==> src/rtl/stopwatch_pkg.sv <==
// Shared types and default constants for the stopwatch control slice.
// Holds the BCD snapshot layout, the run-state encoding and parameter defaults.
package stopwatch_pkg;

  localparam int DEBOUNCE_CYCLES_DEF = 3;
  localparam int LAP_DEPTH_DEF       = 4;
  localparam int HOLD_CYCLES_DEF     = 200;

  typedef struct packed {
    logic [3:0] min;
    logic [3:0] tensec;
    logic [3:0] sec;
    logic [3:0] decisec;
    logic [3:0] centisec;
  } bcd_time_t;

  typedef enum logic {
    STOPPED = 1'b0,
    RUNNING = 1'b1
  } run_state_e;

  function automatic run_state_e toggle_run(input run_state_e state);
    return (state == RUNNING) ? STOPPED : RUNNING;
  endfunction

endpackage

==> src/rtl/button_debounce.sv <==
// Two-flop synchronizer, debounce counter and press-pulse generator for one
// raw active-low push-button.
module button_debounce
  import stopwatch_pkg::*;
#(
  parameter int DEBOUNCE_CYCLES = DEBOUNCE_CYCLES_DEF
) (
  input  logic clk,
  input  logic reset,
  input  logic button_l,
  output logic press
);

  localparam logic [3:0] LAST_COUNT = 4'(DEBOUNCE_CYCLES - 1);

  logic       sync_q1;
  logic       sync_q2;
  logic       level_q;
  logic [3:0] count_q;
  logic       accept;

  // The pulse is decoded from the counter so the consumer acts on the same
  // edge that accepts the new level, giving 2 + DEBOUNCE_CYCLES of latency.
  assign accept = (sync_q2 != level_q) && (count_q == LAST_COUNT);
  assign press  = accept && !sync_q2;

  // NOTE: non-blocking assignments let every flop sample pre-edge values, so
  // sync_q2 really lags sync_q1 by one cycle instead of collapsing the chain.
  always_ff @(posedge clk) begin
    if (reset) begin
      sync_q1 <= 1'b1;
      sync_q2 <= 1'b1;
      level_q <= 1'b1;
      count_q <= '0;
    end else begin
      sync_q1 <= button_l;
      sync_q2 <= sync_q1;
      if (sync_q2 == level_q) begin
        count_q <= '0;
      end else if (accept) begin
        level_q <= sync_q2;
        count_q <= '0;
      end else begin
        count_q <= count_q + 4'd1;
      end
    end
  end

endmodule

==> src/rtl/stopwatch_ctrl.sv <==
// Stopwatch run/lap/recall control with lap ring buffer and display select.
// Optional live-display freeze after a lap: define STOPWATCH_LAP_HOLD_EN.
module stopwatch_ctrl
  import stopwatch_pkg::*;
#(
  parameter int DEBOUNCE_CYCLES = DEBOUNCE_CYCLES_DEF,
  parameter int LAP_DEPTH       = LAP_DEPTH_DEF
`ifdef STOPWATCH_LAP_HOLD_EN
  ,
  parameter int HOLD_CYCLES     = HOLD_CYCLES_DEF
`endif
) (
  input  logic       CLK,
  input  logic       RESET,
  input  logic       START_STOP_L,
  input  logic       LAP_L,
  input  logic       RECALL_L,
  input  logic [3:0] MIN,
  input  logic [3:0] TENSEC,
  input  logic [3:0] SEC,
  input  logic [3:0] DECISEC,
  input  logic [3:0] CENTISEC,
  output logic       ENABLE,
  output logic       CLEAR,
  output logic [3:0] DISP_MIN,
  output logic [3:0] DISP_TENSEC,
  output logic [3:0] DISP_SEC,
  output logic [3:0] DISP_DECISEC,
  output logic [3:0] DISP_CENTISEC,
  output logic       RECALL_ACT,
  output logic [2:0] LAP_IDX,
  output logic [3:0] LAP_COUNT
);

  localparam int         PTR_W       = $clog2(LAP_DEPTH);
  localparam logic [3:0] DEPTH_COUNT = 4'(LAP_DEPTH);

  logic             ss_press;
  logic             lap_press;
  logic             recall_press;
  run_state_e       run_state;
  run_state_e       next_run;
  logic [PTR_W-1:0] wr_ptr;
  logic [PTR_W-1:0] rd_ptr;
  logic [3:0]       lap_count;
  logic [2:0]       lap_idx;
  logic             recall_act;
  logic             clear_q;
  logic             store_lap;
  logic             clear_laps;
  logic             recall_step;
  bcd_time_t        live;
  bcd_time_t        live_view;
  bcd_time_t        shown;
  bcd_time_t        lap_mem [LAP_DEPTH];

  button_debounce #(.DEBOUNCE_CYCLES(DEBOUNCE_CYCLES)) u_start_stop (
    .clk(CLK), .reset(RESET), .button_l(START_STOP_L), .press(ss_press)
  );
  button_debounce #(.DEBOUNCE_CYCLES(DEBOUNCE_CYCLES)) u_lap (
    .clk(CLK), .reset(RESET), .button_l(LAP_L), .press(lap_press)
  );
  button_debounce #(.DEBOUNCE_CYCLES(DEBOUNCE_CYCLES)) u_recall (
    .clk(CLK), .reset(RESET), .button_l(RECALL_L), .press(recall_press)
  );

  assign live = bcd_time_t'({MIN, TENSEC, SEC, DECISEC, CENTISEC});

  // NOTE: every signal below is assigned on every path through the block, so
  // no latch can be inferred.
  always_comb begin
    next_run    = ss_press ? toggle_run(run_state) : run_state;
    // Lap is judged in the post-toggle state: stop+lap clears, start+lap stores.
    store_lap   = lap_press && (next_run == RUNNING);
    clear_laps  = lap_press && (next_run == STOPPED);
    recall_step = recall_press && !lap_press && !ss_press && (lap_count != 4'd0);
    rd_ptr      = wr_ptr - PTR_W'(1) - PTR_W'(lap_idx);
    shown       = recall_act ? lap_mem[rd_ptr] : live_view;
  end

  always_ff @(posedge CLK) begin
    if (RESET) begin
      run_state  <= STOPPED;
      wr_ptr     <= '0;
      lap_count  <= '0;
      lap_idx    <= '0;
      recall_act <= 1'b0;
      clear_q    <= 1'b0;
    end else begin
      run_state <= next_run;
      clear_q   <= clear_laps;
      if (ss_press) begin
        recall_act <= 1'b0;
        lap_idx    <= '0;
      end
      if (store_lap) begin
        wr_ptr  <= wr_ptr + PTR_W'(1);
        lap_idx <= '0;
        if (lap_count != DEPTH_COUNT) lap_count <= lap_count + 4'd1;
      end else if (clear_laps) begin
        wr_ptr     <= '0;
        lap_count  <= '0;
        lap_idx    <= '0;
        recall_act <= 1'b0;
      end else if (recall_step) begin
        if (!recall_act) begin
          recall_act <= 1'b1;
          lap_idx    <= '0;
        end else if (({1'b0, lap_idx} + 4'd1) == lap_count) begin
          recall_act <= 1'b0;
          lap_idx    <= '0;
        end else begin
          lap_idx <= lap_idx + 3'd1;
        end
      end
    end
  end

  // NOTE: the lap storage has no reset; LAP_COUNT gates every read, so stale
  // contents are never displayed and the array can map onto plain RAM.
  always_ff @(posedge CLK) begin
    if (store_lap && !RESET) lap_mem[wr_ptr] <= live;
  end

`ifdef STOPWATCH_LAP_HOLD_EN
  localparam int HOLD_W = $clog2(HOLD_CYCLES + 1);

  logic [HOLD_W-1:0] hold_cnt;
  bcd_time_t         hold_snap;

  always_ff @(posedge CLK) begin
    if (RESET) begin
      hold_cnt  <= '0;
      hold_snap <= '0;
    end else if (store_lap) begin
      hold_cnt  <= HOLD_W'(HOLD_CYCLES);
      hold_snap <= live;
    end else if (ss_press || recall_press) begin
      hold_cnt <= '0;
    end else if (hold_cnt != '0) begin
      hold_cnt <= hold_cnt - HOLD_W'(1);
    end
  end

  assign live_view = (hold_cnt != '0) ? hold_snap : live;
`else
  assign live_view = live;
`endif

  assign ENABLE        = (run_state == RUNNING);
  assign CLEAR         = clear_q;
  assign RECALL_ACT    = recall_act;
  assign LAP_IDX       = lap_idx;
  assign LAP_COUNT     = lap_count;
  assign DISP_MIN      = shown.min;
  assign DISP_TENSEC   = shown.tensec;
  assign DISP_SEC      = shown.sec;
  assign DISP_DECISEC  = shown.decisec;
  assign DISP_CENTISEC = shown.centisec;

endmodule

==> config.mk <==
export PLATFORM = sky130hd
export DESIGN_NAME = stopwatch_ctrl
export DESIGN_NICKNAME = d
export VERILOG_FILES = /design/src/rtl/stopwatch_pkg.sv /design/src/rtl/button_debounce.sv /design/src/rtl/stopwatch_ctrl.sv
export SDC_FILE = /design/constraint.sdc
export NUM_CORES = 1
export LEC_CHECK = 0
export BUFFER_PORTS_ARGS = -buffer_cell sky130_fd_sc_hd__clkbuf_2
export CAP_MARGIN = 10
export CORE_MARGIN = 4
export CORE_UTILIZATION = 39
export CTS_CLUSTER_SIZE = 24
export DETAILED_ROUTE_END_ITERATION = 10
export PLACE_DENSITY = 0.66
export SYNTH_ARGS = -nofsm -noshare
export SYNTH_HDL_FRONTEND = slang
export SYNTH_SLANG_ARGS = --single-unit
export TNS_END_PERCENT = 5
==> constraint.sdc <==
create_clock -name CLK -period 2.4 [get_ports CLK]
set_input_delay 0.48 -clock CLK [delete_from_list [all_inputs] [get_ports CLK]]
set_output_delay 0.48 -clock CLK [all_outputs]
set_load 0.05 [all_outputs]
### Word-level counts from Yosys, hierarchy flattened

Memories as Yosys holds them, arrays and structs flattened.
Index checks and enable logic that the tools add are counted.

| cells by class | value |
|---|---|
| reductions and logical operators | 29 |
| add/subtract/negate cells | 9 |
| multiplexer cells | 20 |
| equality and inequality tests | 12 |
| shift-type cells | 0 |
| multipliers | 0 |
| bitwise logic cells | 4 |
| divide/modulo/power cells | 0 |
| order comparisons | 0 |

Operator list:

| kind | count |
|---|---|
| 20-bit 2-to-1 mux | 1 |
| 4-bit by 1-bit adder with 4-bit output (second input constant) | 4 |
| 4-bit by 2-bit equality test with 1-bit output (second input constant) | 3 |
| 1-bit logical AND | 12 |
| 3-bit 2-to-1 mux | 4 |
| 4-bit 2-to-1 mux | 3 |
| 3-bit OR reduction | 4 |
| 1-bit 2-to-1 mux | 10 |
| 2-bit AND reduction | 4 |
| 1-bit logical NOT | 6 |
| 3-bit by 1-bit adder with 4-bit output (second input constant) | 1 |
| 4-bit equality test | 1 |
| 2-bit 2-to-1 mux | 2 |
| 4-bit by 3-bit inequality test with 1-bit output (second input constant) | 1 |
| 1-bit inverter | 4 |
| 2-bit nonzero test | 2 |
| 4-bit nonzero test | 1 |
| 3-bit by 1-bit adder with 3-bit output (second input constant) | 1 |
| 1-bit equality test | 3 |
| 1-bit inequality test | 3 |
| 2-bit by 1-bit adder with 2-bit output (second input constant) | 1 |
| 2-bit by 1-bit inequality test with 1-bit output (second input constant) | 1 |
| 2-bit by 1-bit subtractor with 2-bit output (second input constant) | 1 |
| 2-bit subtractor | 1 |

| storage, ports and cells | value |
|---|---|
| ROM bits | 0 |
| memories | 1 |
| bits of input ports | 25 |
| logic and storage cells | 93 |
| bits in latches | 0 |
| memory bits (writable) | 80 |
| flip-flop bits (word level) | 33 |

Memory list:

| memory | depth | bits a word | rd ports | clocked after memory_dff | write ports | RTL line | text |
|---|---|---|---|---|---|---|---|
| lap_mem | 4 | 20 | 1 | 0 | 1 | stopwatch_ctrl.sv:55 | `bcd_time_t lap_mem [LAP_DEPTH];` |

### Longest topological paths before layout

Gate-level depths: netlist (run 1).

| logic depth | value |
|---|---|
| depth after elaboration | 10 |
| depth in mapped cells | 8 |
| mapped depth without buffers | 7 |

### Hierarchy

A second synthesis (run 1) with hierarchy kept.

| unflattened totals | value |
|---|---|
| cell total of the unflattened synthesis | 293 |
| area total of the unflattened synthesis | 4785.8 um^2 |

Modules (own cells, without submodules):

| module | area each (um^2) | cells an instance | times used | seq. area each (um^2) |
|---|---|---|---|---|
| stopwatch_ctrl | 3982.6 | 215 | 1 | 2642.5 |
| button_debounce | 267.8 | 26 | 3 | 140.1 |

### Worst setup path after synthesis (run 1)

OpenSTA, ideal clock, no wires.

| path | value |
|---|---|
| path type | register -> output |
| start point | register lap_idx[0] (netlist: LAP_IDX[0]) |
| end point | output DISP_CENTISEC[0] |
| data arrival time | 2.328 ns |
| buffers on the path | 1 |
| path slack | -0.408 ns |
| cell stages (with the launch flop) | 6 |
| required time | 1.920 ns |
| cell sequence | dfxtp_1 -> inv_1 -> ha_1 -> buf_2 -> mux4_2 -> mux2_2 |

| between the ends | value |
|---|---|
| word-level cells in the longest chain between the ends | 3 |

Ends and longest elaborated chain:

| item | RTL line | text |
|---|---|---|
| from (decl) | stopwatch_ctrl.sv:46 | `logic [2:0] lap_idx;` |
| from (signal assigned) | stopwatch_ctrl.sv:113 | `lap_idx <= lap_idx + 3'd1;` |
| 2-bit subtractor | stopwatch_ctrl.sv:77 | `rd_ptr = wr_ptr - PTR_W'(1) - PTR_W'(lap_idx);` |
| memory 4 x 20 bit | - |  |
| 20-bit 2-to-1 mux | stopwatch_ctrl.sv:78 | `shown = recall_act ? lap_mem[rd_ptr] : live_view;` |
| to (decl) | stopwatch_ctrl.sv:29 | `output logic [3:0] DISP_CENTISEC,` |

No other way between the ends.

### Worst setup path in the final report (run 1)

| path | value |
|---|---|
| start point | register lap_idx[0] (netlist: LAP_IDX[0]) |
| end point | output DISP_SEC[2] |

| between the ends | value |
|---|---|
| word-level cells in the longest chain between the ends | 3 |

Ends and longest elaborated chain:

| item | RTL line | text |
|---|---|---|
| 2-bit subtractor | stopwatch_ctrl.sv:77 |  |
| memory 4 x 20 bit | - |  |
| 20-bit 2-to-1 mux | stopwatch_ctrl.sv:78 |  |
| to (decl) | stopwatch_ctrl.sv:27 | `output logic [3:0] DISP_SEC,` |

No other way between the ends.

==> results.py, run 1 <==
metrics = {
    "yosys": {
        "syn_nets": 337,
        "synth_edf_count": 80,
        "synthArstFlopShare": 0,
        "ys_types": 45,
        "syn_area_um2": 4723,
        "netlist_instances": 298,
        "yosysWarnings": 0,
        "avgSynthCellArea_um2": 15.85,
        "ys_seq_area_frac": 0.6485,
        "ys_ff_latch": 113,
        "yosys_most_used_dff": "edfxtp_1",
    },
    "detailed_routing": {
        "post-route-drc-count": 0,
        "vias": 2753,
        "drtIter0Drc": 137,
        "firstDrtPassIters": 4,
        "ant_nets": 0,
        "wl_um": 8939,
        "routedWlPerCell_um": 16.68,
        "via_per_inst": 5.136,
    },
    "outcome": {
        "outcome": "finished, violations left",
        "failed_checks": "negative setup slack",
    },
    "pwr": {
        "pwr-share-clk": 0.515,
        "power_mw": 4.750,
        "internal_power_mw": 3.717,
        "switching_share": 0.2175,
        "power_frac_comb": 0.044,
        "seqPwrFrac": 0.441,
        "p_per_area_nw_per_um2": 756.5,
        "vdd_drop_max_mv": 0.4246,
        "switchingPower_mw": 1.033,
        "leakagePower_nw": 2.347,
    },
    "layout": {
        "final_cell_area_um2": 6279,
        "fin_nets": 419,
        "fillers": 917,
        "drive_gt1_frac": 0.4224,
        "seq_area_um2": 3067,
        "fin_cells": 536,
        "multiInputGateArea_um2": 1709,
        "area_delta_synth_final_pct": 32.93,
        "antenna_cells": 0,
        "final_util": 0.5406,
    },
    "global_route": {
        "met2_usage": 0.2160,
        "grt_pass1_wl_um": 14320,
        "grt_max_degree": 22,
        "grt_overflow": 0,
        "grt_pass1_vias": 2823,
        "grt_use_total": 0.1323,
        "use_met1": 0.1612,
        "use_met3": 0.04998,
        "antenna_found_initial": 0,
        "busiest_layer": "met2",
    },
    "sta": {
        "slew-limit-headroom": 0.6996,
        "fin_crit_sh": 1.176,
        "hold_violations": 0,
        "finalSetupViolations": 20,
        "fmax_mhz": 354.3,
        "finalSetupTns_ns": -7.869,
        "finalWorstSetupSlack_ns": -0.4221,
        "skew_ns": 0.01025,
        "slew_violations": 0,
        "tightest_slew_ns": 0.4486,
        "period_needed_ns": 2.822,
        "holdWs_ns": 0.2547,
        "rsz0062_at_grt": "true",
    },
    "clocking": {
        "clk_path_buf_depth": 2,
        "cts.clk_slew.worst_paths_ns": 0.05,
        "cts_tree": "done",
        "clock_sinks": 113,
        "cts-root-buf": "clkbuf_16",
        "htree_levels": 4,
        "clock_latency_ns": 0.41,
        "cts_made_buffers": 17,
    },
    "floorplanning": {
        "die_area_um2": 13940,
        "std_cell_rows": 39,
        "core_um2": 11610,
        "dieHeight_um": 118.1,
        "die_w_um": 118.1,
        "start_util": 0.4067,
        "io_pins": 55,
    },
    "place": {
        "dp_hpwl_um": 5590,
        "place.port_buffers": 54,
        "placed_cell_area_um2": 5349,
        "dp_cells": 501,
        "dp_worst_setup_slack_ns": -0.09685,
        "gp_congestion": 0.7069,
    },
    "critical_path": {
        "cp_max_fo": 5,
        "worstSetupEndpointType": "output pin",
        "r2r_end": "lap_mem[1][12]$_DFFE_PP_",
        "path_class": "register to output pin",
        "crit_arrival_ns": 2.34,
        "worstPathRequired_ns": 1.92,
        "r2r_start": "u_start_stop.count_q[0]$_SDFF_PP0_",
        "reg2regPathDepth": 8,
        "start_kind": "register",
        "r2r_setup_slack_ns": 0.07,
    },
    "min_path": {
        "hold_path_class": "primary input to register",
        "hold_depth": 2,
        "holdCritStartpoint": "LAP_L",
        "hold_end": "u_lap.sync_q1$_SDFF_PP1_",
    },
    "job": {
        "drv_cap": 0,
    },
}
-- critical path: stages (launching register included) --
cell and delay (ns):
dfxtp_4 0.35, inv_4 0.04, ha_4 0.16, xnor2_4 0.16
xnor2_4 0.29, clkbuf_16 0.21, mux4_2 0.29, mux2_4 0.28
buf_8 0.15
-- how the worst max path moves through the flow --
stage | from | endpoint | cells past startpoint
after floorplan | LAP_IDX[0]$_SDFFE_PP0P_ | DISP_CENTISEC[1] | 7
after global placement | LAP_IDX[0]$_SDFFE_PP0P_ | DISP_TENSEC[3] | 8
after detailed placement | LAP_IDX[0]$_SDFFE_PP0P_ | DISP_MIN[0] | 8
after CTS | LAP_IDX[0]$_SDFFE_PP0P_ | DISP_MIN[0] | 8
after global routing | LAP_IDX[0]$_SDFFE_PP0P_ | DISP_SEC[2] | 8
final | LAP_IDX[0]$_SDFFE_PP0P_ | DISP_SEC[2] | 8
-- state kept, by name, summed over array words and instances, names as in the netlist, 2 cells and up --
| signal | flops |
|---|---|
| LAP_COUNT | 4 |
| LAP_IDX | 3 |
| lap_mem | 80 |
| u_lap.count_q | 4 |
| u_recall.count_q | 4 |
| u_start_stop.count_q | 4 |
| wr_ptr | 2 |
-- Yosys cell counts, drive strengths merged (4+ instances only) --
master | number | area, um^2
clkbuf | 5 | 18.77
a21oi | 5 | 25.02
nor3b | 4 | 51.30
and2 | 5 | 36.29
mux2 | 20 | 225.2
mux4 | 20 | 450.4
ha | 14 | 175.2
nor3 | 5 | 30.03
nand2 | 15 | 58.81
edfxtp | 80 | 2402
inv | 8 | 30.03
nor2 | 17 | 63.81
buf | 4 | 20.02
a31oi | 4 | 25.02
xnor2 | 10 | 95.10
or2 | 6 | 37.54
nand3 | 10 | 50.05
xor2 | 6 | 52.55
dfxtp | 33 | 660.6
-- area by class of cell --
class / count / share of cell area
repair buffers: 72 / 0.1126
well taps: 143 / 0.02850
flip-flops and latches: 113 / 0.4884
inverters: 9 / 0.005779
clock buffers: 17 / 0.06776
clock inverters: 15 / 0.02471
multi-input cells: 167 / 0.2722
-- power by group through the flow --
stage	logic, mW	clock network [mW]	registers, mW
6_report	0.208	2.45	2.09
4_1_cts	0.187	2.50	2.09
3_5_place_dp	0.158	0	2.14
5_1_grt	0.219	2.61	2.09
3_3_place_gp	0.154	0	2.13
2_1_floorplan	0.0984	0	2.14
-- routing by layer --
layer	up-vias	part of all wire	wire (um)
met4	0	0.0077	69
met1	1360	0.45	3988
li1	1308	-	-
met2	78	0.50	4484
met3	7	0.044	397
met5	-	0	0
-- cells by family after synthesis --
group                      count (synthesis)  synth area share
xor gates and xnor gates                  16           0.03126
muxes                                     42            0.1473
buffers and inverters                     18           0.01536
DFF                                      113            0.6485
and+or+nand+nor                           78           0.09696
AOI/OAI and AO/OA                         17           0.02358
adders and majority gates                 14           0.03709
-- layout by cell type, fill, tap and decap left out, types with 3 or more instances in the layout --
| cell type | netlist | layout |
|---|---|---|
| clkbuf_16 | 0 | 18 |
| nor2_1 | 17 | 17 |
| nand3_1 | 10 | 10 |
| buf_8 | 0 | 19 |
| and2_2 | 4 | 4 |
| nand2_1 | 14 | 14 |
| inv_6 | 0 | 6 |
| ha_1 | 14 | 13 |
| or2_2 | 6 | 6 |
| edfxtp_1 | 80 | 80 |
| buf_12 | 0 | 7 |
| mux2_4 | 0 | 19 |
| clkinv_1 | 1 | 3 |
| nor3_1 | 4 | 4 |
| inv_1 | 8 | 7 |
| a31oi_1 | 4 | 4 |
| xnor2_1 | 9 | 7 |
| dfxtp_1 | 33 | 32 |
| buf_4 | 0 | 10 |
| mux4_2 | 20 | 20 |
| clkbuf_2 | 0 | 34 |
| xor2_1 | 6 | 6 |
| a21oi_1 | 5 | 5 |
-- repair_timing --
action | CTS | global route
cloned | 0 | 1
resized for setup | 39 | 46
pin swaps | 0 | 2
hold buffers | 0 | 0
endpoints found under the setup margin | 20 | 100
buffers inserted | 0 | 2
Power figures use the tool's default switching activity.
==> run 2: changes to the inputs <==
--- a/config.mk
+++ b/config.mk
@@ -11,7 +11,7 @@
 export CORE_UTILIZATION = 39
 export CTS_CLUSTER_SIZE = 24
 export DETAILED_ROUTE_END_ITERATION = 10
-export PLACE_DENSITY = 0.66
+export PLACE_DENSITY_LB_ADDON = 0.15
 export SYNTH_ARGS = -nofsm -noshare
 export SYNTH_HDL_FRONTEND = slang
 export SYNTH_SLANG_ARGS = --single-unit
==> run 2 against run 1 <==
Net effect: largest cell class unchanged; via count is 0.76% lower; routed wire length is 4.3% lower; non-clock buffer count is 2 lower; combinational power is 4% lower; the flow still finishes with violations (negative setup slack).
==> results.py, run 2 (synthesized netlist as in run 1, its figures left out) <==
metrics = {
    "outcome": {
        "outcome": "finished, violations left",
        "failed_checks": "negative setup slack",
    },
    "pwr": {
        "p_per_area_nw_per_um2": 791.4,
        "vdd_drop_max_mv": 0.4698,
        "power_mw": 4.936,
        "leakagePower_nw": 2.323,
    },
    "global_route": {
        "grt_overflow": 0,
        "grt_max_degree": 21,
        "antenna_found_initial": 0,
        "grt_pass1_wl_um": 13930,
        "grt_pass1_vias": 2685,
        "grt_use_total": 0.1308,
    },
    "clocking": {
        "cts-root-buf": "clkbuf_16",
        "clk_path_buf_depth": 2,
        "htree_levels": 4,
        "ctsHoldBuffers": 0,
        "clock_latency_ns": 0.41,
        "cts_setup_buffers": 0,
        "clock_sinks": 113,
        "cts_made_buffers": 17,
        "cts_tree": "done",
        "cts.clk_slew.worst_paths_ns": 0.05,
    },
    "place": {
        "dp_worst_setup_slack_ns": -0.08012,
        "dp_hpwl_um": 5633,
        "place.port_buffers": 54,
        "gp_congestion": 0.7588,
    },
    "sta": {
        "skew_ns": 0.007438,
        "finalWorstSetupSlack_ns": -0.3242,
        "rsz0062_at_grt": "true",
        "period_needed_ns": 2.724,
        "slew_violations": 0,
        "fmax_mhz": 367.1,
        "holdWs_ns": 0.2540,
        "tightest_slew_ns": 0.4056,
        "slew-limit-headroom": 0.7284,
        "finalSetupTns_ns": -5.933,
        "finalSetupViolations": 20,
        "fin_crit_sh": 1.135,
        "hold_violations": 0,
    },
    "critical_path": {
        "path_class": "register to output pin",
        "worstSetupEndpointType": "output pin",
        "cp_max_fo": 5,
        "r2r_setup_slack_ns": 0.15,
        "path_cells": "inv_2 > ha_4 > xnor2_2 > xnor2_2 > buf_4 > mux4_2 > mux2_2 > clkbuf_4",
        "crit_arrival_ns": 2.24,
        "reg2regPathDepth": 8,
        "crit_end": "DISP_TENSEC[3]",
        "r2r_end": "lap_mem[3][4]$_DFFE_PP_",
        "crit_path_start": "LAP_IDX[0]$_SDFFE_PP0P_",
        "worstPathRequired_ns": 1.92,
        "r2r_start": "u_start_stop.count_q[0]$_SDFF_PP0_",
        "crit_top_cell": "xnor2_2",
        "crit_slowest_cell": "dfxtp_4",
        "slowest_delay_ns": 0.34,
        "start_kind": "register",
    },
    "layout": {
        "mostFrequentLayoutCell": "edfxtp_1",
        "largest_reg_flops": 80,
        "drive_gt1_frac": 0.4246,
        "final_util": 0.5371,
        "fillers": 948,
        "area_delta_synth_final_pct": 32.05,
        "regMostFlops": "lap_mem",
        "final_cell_mix": "edfxtp_1 (80), clkbuf_2 (34), dfxtp_1 (32)",
        "fin_nets": 417,
        "antenna_cells": 0,
    },
    "detailed_routing": {
        "vias": 2732,
        "ant_nets": 0,
        "firstDrtPassIters": 4,
        "routedWlPerCell_um": 16.02,
        "via_per_inst": 5.116,
        "wl_um": 8557,
        "post-route-drc-count": 0,
        "drtIter0Drc": 102,
    },
    "floorplanning": {
        "core_um2": 11610,
        "die_w_um": 118.1,
        "start_util": 0.4067,
        "io_pins": 55,
        "dieHeight_um": 118.1,
        "die_area_um2": 13940,
        "std_cell_rows": 39,
    },
    "min_path": {
        "hold_path_class": "primary input to register",
    },
    "job": {
        "drv_cap": 0,
    },
}
run 2: worst min path at each step:
stage	start	end	slack, ns	cells after the start
2_1_floorplan	u_lap.sync_q1$_SDFF_PP1_	u_lap.sync_q2$_SDFF_PP1_	0.39	1
3_3_place_gp	u_start_stop.sync_q1$_SDFF_PP1_	u_start_stop.sync_q2$_SDFF_PP1_	0.39	1
6_report	LAP_L	u_lap.sync_q1$_SDFF_PP1_	0.25	2
5_1_grt	START_STOP_L	u_start_stop.sync_q1$_SDFF_PP1_	0.24	2
4_1_cts	LAP_L	u_lap.sync_q1$_SDFF_PP1_	0.24	2
3_5_place_dp	u_start_stop.sync_q1$_SDFF_PP1_	u_start_stop.sync_q2$_SDFF_PP1_	0.40	1
run 2: worst max-delay path: cells and delay by family, from the launching register on:
family	cells	cell delay, ns
adder cells (fa/ha/maj)	1	0.15
flip-flops	1	0.34
buffers and inverters	3	0.44
XOR/XNOR	2	0.35
multiplexers	2	0.56
run 2: routing by layer:
| metal | up-vias | global-route usage | part of all wire |
|---|---|---|---|
| met2 | 56 | 0.1998 | 0.48 |
| met5 | - | 0 | 0 |
| met1 | 1364 | 0.1653 | 0.47 |
| met4 | 0 | 0.06374 | 0.017 |
| met3 | 12 | 0.04661 | 0.041 |
| li1 | 1300 | - | - |
run 2: metrics by stage:
stage | area [um^2] | cells
global route | 6237 | 534
floorplan | 4736 | 298
global placement | 5356 | 502
CTS | 6193 | 534
detailed placement | 5356 | 502
finish | 6237 | 534
run 2: cell type report:
| class | instances | area [um^2] | area share |
|---|---|---|---|
| clock buffers | 18 | 429.2 | 0.06881 |
| multi-input cells | 167 | 1685 | 0.2702 |
| inverters | 9 | 33.78 | 0.005416 |
| flip-flops and latches | 113 | 3067 | 0.4917 |
| clock inverters | 14 | 202.7 | 0.03250 |
| repair buffers | 70 | 640.6 | 0.1027 |
| well taps | 143 | 178.9 | 0.02869 |
run 2: report_power, final:
part / switching, mW / internal [mW]
clock: 0.890 / 1.75
sequential: 0.00424 / 2.09
combinational: 0.117 / 0.0818
total: 1.01 / 3.92
run 2: what timing repair did:
action,4_1_cts,5_1_grt
gates resized for setup,50,20
setup endpoints to repair,20,98
pin swaps,0,1
